==> src/rtl/curve_const_loader_if.sv <==
// curve_const_loader_if: word-serial write channel
// for the curve constant bank.
interface curve_const_loader_if #(
  parameter int WORD_W = 32
) ();
  logic              wr_valid;
  logic              wr_ready;
  logic [1:0]        wr_sel;
  logic [WORD_W-1:0] wr_data;
  logic              wr_last;

  modport master (
    output wr_valid,
    output wr_sel,
    output wr_data,
    output wr_last,
    input  wr_ready
  );

  modport slave (
    input  wr_valid,
    input  wr_sel,
    input  wr_data,
    input  wr_last,
    output wr_ready
  );
endinterface

==> src/rtl/curve_const_loader.sv <==
// curve_const_loader: secp256k1 P/A/B bank with
// framed, all-or-nothing word-serial updates.
module curve_const_loader #(
  parameter int WORD_W = 32
) (
  input  logic                clk,
  input  logic                rst,
  curve_const_loader_if.slave wr,
  output logic signed [255:0] P_const,
  output logic signed [255:0] A_const,
  output logic signed [255:0] B_const,
  output logic                carry_in_n,
  output logic                carry_in_2,
  output logic                upd,
  output logic                err,
  output logic                busy
);
  localparam int NWORDS = 256 / WORD_W;
  localparam int CW = (NWORDS > 1) ? $clog2(NWORDS) : 1;

  localparam logic [255:0] P_RST =
    256'hFFFFFFFF_FFFFFFFF_FFFFFFFF_FFFFFFFF_FFFFFFFF_FFFFFFFF_FFFFFFFE_FFFFFC2F;
  localparam logic [255:0] A_RST =
    256'h79BE667E_F9DCBBAC_55A06295_CE870B07_029BFCDB_2DCE28D9_59F2815B_16F81798;
  localparam logic [255:0] B_RST =
    256'h483ADA77_26A3C465_5DA4FBFC_0E1108A8_FD17B448_A6855419_9C47D08F_FB10D4B8;

  typedef enum logic [1:0] {
    IDLE,
    LOAD,
    COMMIT,
    REJECT
  } state_t;

  state_t       state;
  state_t       state_n;
  logic [CW-1:0] cnt;
  logic [1:0]   sel_q;
  logic [1:0]   sel_eff;
  logic [255:0] shadow;
  logic         beat;
  logic         at_end;

  assign carry_in_n  = 1'b0;
  assign carry_in_2  = 1'b1;
  assign wr.wr_ready = (state == IDLE) || (state == LOAD);
  assign busy        = (state != IDLE);
  assign beat        = wr.wr_valid & wr.wr_ready;
  assign at_end      = (cnt == CW'(NWORDS - 1));
  assign sel_eff     = (state == IDLE) ? wr.wr_sel : sel_q;

  // State register.
  always_ff @(posedge clk) begin
    if (rst) state <= IDLE;
    else     state <= state_n;
  end

  // Frame sequencing: a frame ends on wr_last or on
  // its NWORDS-th beat; only an exact-length frame to
  // a real constant commits.
  always_comb begin
    state_n = state;
    unique case (state)
      IDLE, LOAD: begin
        if (beat) begin
          if (wr.wr_last && at_end)
            state_n = (sel_eff == 2'd3) ? REJECT : COMMIT;
          else if (wr.wr_last || at_end)
            state_n = REJECT;
          else
            state_n = LOAD;
        end
      end
      COMMIT, REJECT: state_n = IDLE;
      default:        state_n = IDLE;
    endcase
  end

  // Beat capture into the shadow; count clears on
  // any exit from the frame.
  always_ff @(posedge clk) begin
    if (rst) begin
      cnt    <= '0;
      sel_q  <= 2'd0;
      shadow <= '0;
    end else begin
      if (beat) begin
        shadow[int'(cnt) * WORD_W +: WORD_W] <= wr.wr_data;
        if (state == IDLE) sel_q <= wr.wr_sel;
      end
      if (state_n == LOAD) begin
        if (beat) cnt <= cnt + 1'b1;
      end else begin
        cnt <= '0;
      end
    end
  end

  // Live constants and status pulses change only on
  // the edge that leaves COMMIT or REJECT.
  always_ff @(posedge clk) begin
    if (rst) begin
      P_const <= P_RST;
      A_const <= A_RST;
      B_const <= B_RST;
      upd     <= 1'b0;
      err     <= 1'b0;
    end else begin
      upd <= (state == COMMIT);
      err <= (state == REJECT);
      if (state == COMMIT) begin
        case (sel_q)
          2'd0:    P_const <= shadow;
          2'd1:    A_const <= shadow;
          2'd2:    B_const <= shadow;
          default: ;
        endcase
      end
    end
  end
endmodule

==> src/flat_wrapper.sv <==
// flat-port wrapper written by rule: the top's interface ports become plain ports
module curve_const_loader_flat 
#(
  parameter int WORD_W = 32
)
  (clk, rst, P_const, A_const, B_const, carry_in_n, carry_in_2, upd, err, busy, wr_wr_valid, wr_wr_sel, wr_wr_data, wr_wr_last, wr_wr_ready);
  curve_const_loader_if #(.WORD_W(WORD_W)) wr_i ();
  input  logic clk;
  input  logic rst;
  output logic signed [255:0] P_const;
  output logic signed [255:0] A_const;
  output logic signed [255:0] B_const;
  output logic carry_in_n;
  output logic carry_in_2;
  output logic upd;
  output logic err;
  output logic busy;
  input wire logic [$bits(wr_i.wr_valid)-1:0] wr_wr_valid;
  input wire logic [$bits(wr_i.wr_sel)-1:0] wr_wr_sel;
  input wire logic [$bits(wr_i.wr_data)-1:0] wr_wr_data;
  input wire logic [$bits(wr_i.wr_last)-1:0] wr_wr_last;
  output wire logic [$bits(wr_i.wr_ready)-1:0] wr_wr_ready;
  assign wr_i.wr_valid = wr_wr_valid;
  assign wr_i.wr_sel = wr_wr_sel;
  assign wr_i.wr_data = wr_wr_data;
  assign wr_i.wr_last = wr_wr_last;
  assign wr_wr_ready = wr_i.wr_ready;
  curve_const_loader #(.WORD_W(WORD_W)) u_core (.clk(clk), .rst(rst), .wr(wr_i), .P_const(P_const), .A_const(A_const), .B_const(B_const), .carry_in_n(carry_in_n), .carry_in_2(carry_in_2), .upd(upd), .err(err), .busy(busy));
endmodule
==> config.mk <==
export PLATFORM = sky130hd
export DESIGN_NAME = curve_const_loader_flat
export DESIGN_NICKNAME = d
export VERILOG_FILES = /design/src/rtl/curve_const_loader_if.sv /design/src/rtl/curve_const_loader.sv /design/src/flat_wrapper.sv
export SDC_FILE = /design/constraint.sdc
export NUM_CORES = 2
export LEC_CHECK = 0
export CAP_MARGIN = 20
export CORE_ASPECT_RATIO = 0.7
export CORE_MARGIN = 1.5
export CORE_UTILIZATION = 30
export CTS_CLUSTER_DIAMETER = 30
export DETAILED_ROUTE_END_ITERATION = 7
export PLACE_DENSITY = 0.52
export REMOVE_ABC_BUFFERS = 1
export SYNTH_ARGS = -nofsm -noshare
export SYNTH_HDL_FRONTEND = slang
export SYNTH_SLANG_ARGS = --single-unit
==> constraint.sdc <==
create_clock -name clk -period 2.8 [get_ports clk]
set_clock_uncertainty 0.15 [all_clocks]
set_input_delay 0.28 -clock clk [delete_from_list [all_inputs] [get_ports clk]]
set_output_delay 0.28 -clock clk [all_outputs]
set_load 0.05 [all_outputs]
==> results.yml <==
synth:
  synth.distinct_cells: 38
  synthSimpleGateAreaFrac_pct: 31.70
  synth_area_per_cell_um2: 8.682
  synth_compound_area_share_pct: 4.362
  synthAdderAreaFrac_pct: 0.1631
  ys_ff_latch: 1033
  synth_area_um2: 38350
  yosysWarnings: 0
  synth_top_family_by_area: "simple AND/OR/NAND/NOR gates"
  yosysSeqAreaShare_pct: 53.93
  synth_xor_area_share_pct: 0.02284
  syn_inst: 4417
  synthMuxAreaShare_pct: 5.951
drt:
  drt_iter0_markers: 1868
  first_pass_iters: 5
  viasPerCell: 4.683
  vias: 32940
  postRouteWirelength_um: 146300
  avgRoutedWirePerCell_um: 20.80
  postRouteAntennaNets: 0
  drc: 0
timing:
  hold_viol_final: 0
  final.setup.tns_ps: 0
  tightest_slew_ps: 837.0
  rsz0062_at_grt: "false"
  period_needed_ps: 2639
  setup_slack_ps: 160.9
  setup_viol: 0
  slew_headroom_pct: 44.20
  slew_viol_final: 0
  fmax_ghz: 0.3789
  fin_crit_sh_pct: 94.26
floorplanning:
  die_area_um2: 130000
  dieHeight_um: 302.1
  rows: 109
  core_um2: 126600
  ios: 812
  die_w_um: 430.3
  start_util_pct: 30.30
power_and_ir_drop:
  static-leakage-power_nw: 22.66
  p_total_mw: 42.37
  p_per_area_nw_per_um2: 761.5
  ir_drop_mv: 0.4843
global_route:
  grt_pass1_wl_um: 214300
  grtUsageMet3_pct: 6.374
  grt.overflow.total: 0
  grt_util_met1_pct: 27.09
  busiest_layer: "met2"
  grt_max_degree: 115
  grt_pass1_vias: 32460
  use_met2_pct: 35.63
  antenna_found_initial: 10
  grt_usage_pct: 21.76
finish:
  final_core_utilization_pct: 43.96
  drive_gt1_share_pct: 8.989
  final_common_cell: "nand2_1"
  n_fill_cell: 12340
  areaGrowthSynthToFinish_pct: 45.10
  layout_common_cells: "nand2_1 (1603), dfxtp_1 (1032), clkdlybuf4s50_1 (807)"
  fin_nets: 5233
  final_cell_area_um2: 55640
worst_setup_path:
  cp-end-kind: "flop"
  reg2reg_slack_ps: 160
  crit_top_cell: "ha_1"
  cp_data_arrival_time_ps: 3210
  critPathMaxStageDelay_ps: 530
  r2r-end: "u_core.shadow[195]"
  critPathRequiredTime_ps: 3370
  reg2regPathDepth: 7
  crit_family: "simple AND/OR/NAND/NOR gates"
  crit_type: "reg2reg"
  r2r_start: "u_core.cnt[0]"
  startpoint_type: "flop"
  path_max_fanout: 32
  crit_chain: "inv_1, ha_1, ha_1, nor4b_2, and4bb_4, buf_12, mux2i_1"
  crit_slowest_cell: "nor4b_2"
  cp_num_buf_inv: 2
worst_hold_path:
  worstHoldEndpoint: "u_core.shadow[50]"
  hp-start: "wr_wr_data[18]"
  hold_depth: 3
  hp-class: "in2reg"
clock_tree:
  htree_levels: 4
  cts-root-buf: "clkbuf_16"
  clk_pin_slew_ps: 50
  cts_tree: "yes"
  numCtsBuffers: 198
  cts_setup_buffers: 0
  clk_latency_ps: 810
  numClockSinks: 1033
  cts_buffer_depth: 3
place:
  routabilityCongestion: 0.7842
  hpwl_um: 96900
  pre_cts_ws_ps: 143.2
  place_area_um2: 48610
  io_buffers: 809
outcome:
  status: "completed"
run:
  maxCapViolCount: 0
[cell type report]
class	count	area, µm²	share of cell area (%)
multi-input combinational	3032	16320	29.33
tap	1665	2083	3.744
inverter	4	15.01	0.02698
timing repair buffer	921	9520	17.11
sequential	1033	20680	37.17
clock buffer	262	5629	10.12
clock inverter	110	1374	2.469
antenna	6	15.01	0.02698
[cells in the mapped netlist (all sizes together)]
cell | count | area [µm²]
nand2 | 1603 | 6017
dfxtp | 1033 | 20680
nand3b | 541 | 4061
a21oi | 292 | 1461
nand2b | 257 | 1608
clkbuf | 230 | 863.3
mux2i | 228 | 2282
buf | 118 | 600.6
o21ai | 34 | 170.2
nand3 | 33 | 165.2
nor2 | 7 | 26.28
nor4b | 6 | 107.6
ha | 5 | 62.56
inv | 4 | 15.01
nand4bb | 3 | 50.05
nor3 | 3 | 15.01
a221oi | 2 | 17.52
conb | 2 | 7.510
nor4bb | 2 | 20.02
or4 | 2 | 15.01
a211o | 1 | 8.760
a211oi | 1 | 7.510
a21boi | 1 | 7.510
and4bb | 1 | 12.51
nor2b | 1 | 6.260
nor3b | 1 | 7.510
or2 | 1 | 6.260
or3 | 1 | 6.260
or3b | 1 | 8.760
or4b | 1 | 10.01
or4bb | 1 | 11.26
xnor2 | 1 | 8.760
[worst register-to-register path, cell delays in order, from the launching register on]
cell      delay (ps)
dfxtp_4          330
inv_1             50
ha_1             220
ha_1             400
nor4b_2          530
and4bb_4         320
buf_12           290
mux2i_1          290
[layer usage]
metal	vias to the layer above	share of wire, %	wire [µm]
li1	15980	-	-
met1	15820	43	63310
met2	882	47	68770
met3	256	6.4	9412
met4	6	3.2	4726
met5	-	0.025	37
[worst max path at each step]
stage,start,to,slack [ps],depth (start not counted)
6_report,u_core.cnt[0],u_core.shadow[195],160,7
5_1_grt,u_core.cnt[2],u_core.shadow[204],50,6
4_1_cts,u_core.state[1],wr_wr_ready,140,2
3_5_place_dp,u_core.cnt[0],u_core.shadow[218],140,7
3_3_place_gp,u_core.cnt[0],u_core.shadow[219],200,7
2_1_floorplan,u_core.state[1],u_core.B_const[215],-15950,3
[cells by family (layout without fill, tap and decap cells)]
family | Yosys count | after routing
and+or+nand+nor | 2465 | 2465
DFF | 1033 | 1033
buffers and inverters | 352 | 1297
AOI/OAI and AO/OA | 331 | 331
muxes | 228 | 228
adders and majority gates | 5 | 5
other | 2 | 8
xor gates and xnor gates | 1 | 1
[registers in the layout, summed over array words and instances, names as in the netlist]
name            count
u_core.A_const    256
u_core.B_const    256
u_core.P_const    256
u_core.shadow     256
u_core.cnt          3
u_core.sel_q        2
u_core.state        2
u_core.err          1
u_core.upd          1
[timing repair]
item,CTS,global route
hold buffers,1,0
endpoints found under the hold margin,45,0
resized for setup,1,0
setup endpoints to repair,1,0
[report_power, final]
| part | leakage, nW | switching (mW) | internal [mW] |
|---|---|---|---|
| registers | 8.37 | 0.211 | 15.0 |
| clock network | 3.40 | 8.36 | 16.2 |
| logic | 10.9 | 1.70 | 0.862 |
| total | 22.7 | 10.3 | 32.1 |
[metrics by stage]
stage               instances  hold slack [ps]
global route             7031            57.23
detailed placement       6654            295.5
floorplan                4069            199.1
CTS                      7027            45.13
finish                   7033            95.24
global placement         6654            291.1
No activity file was read; power rests on OpenSTA's default activity.
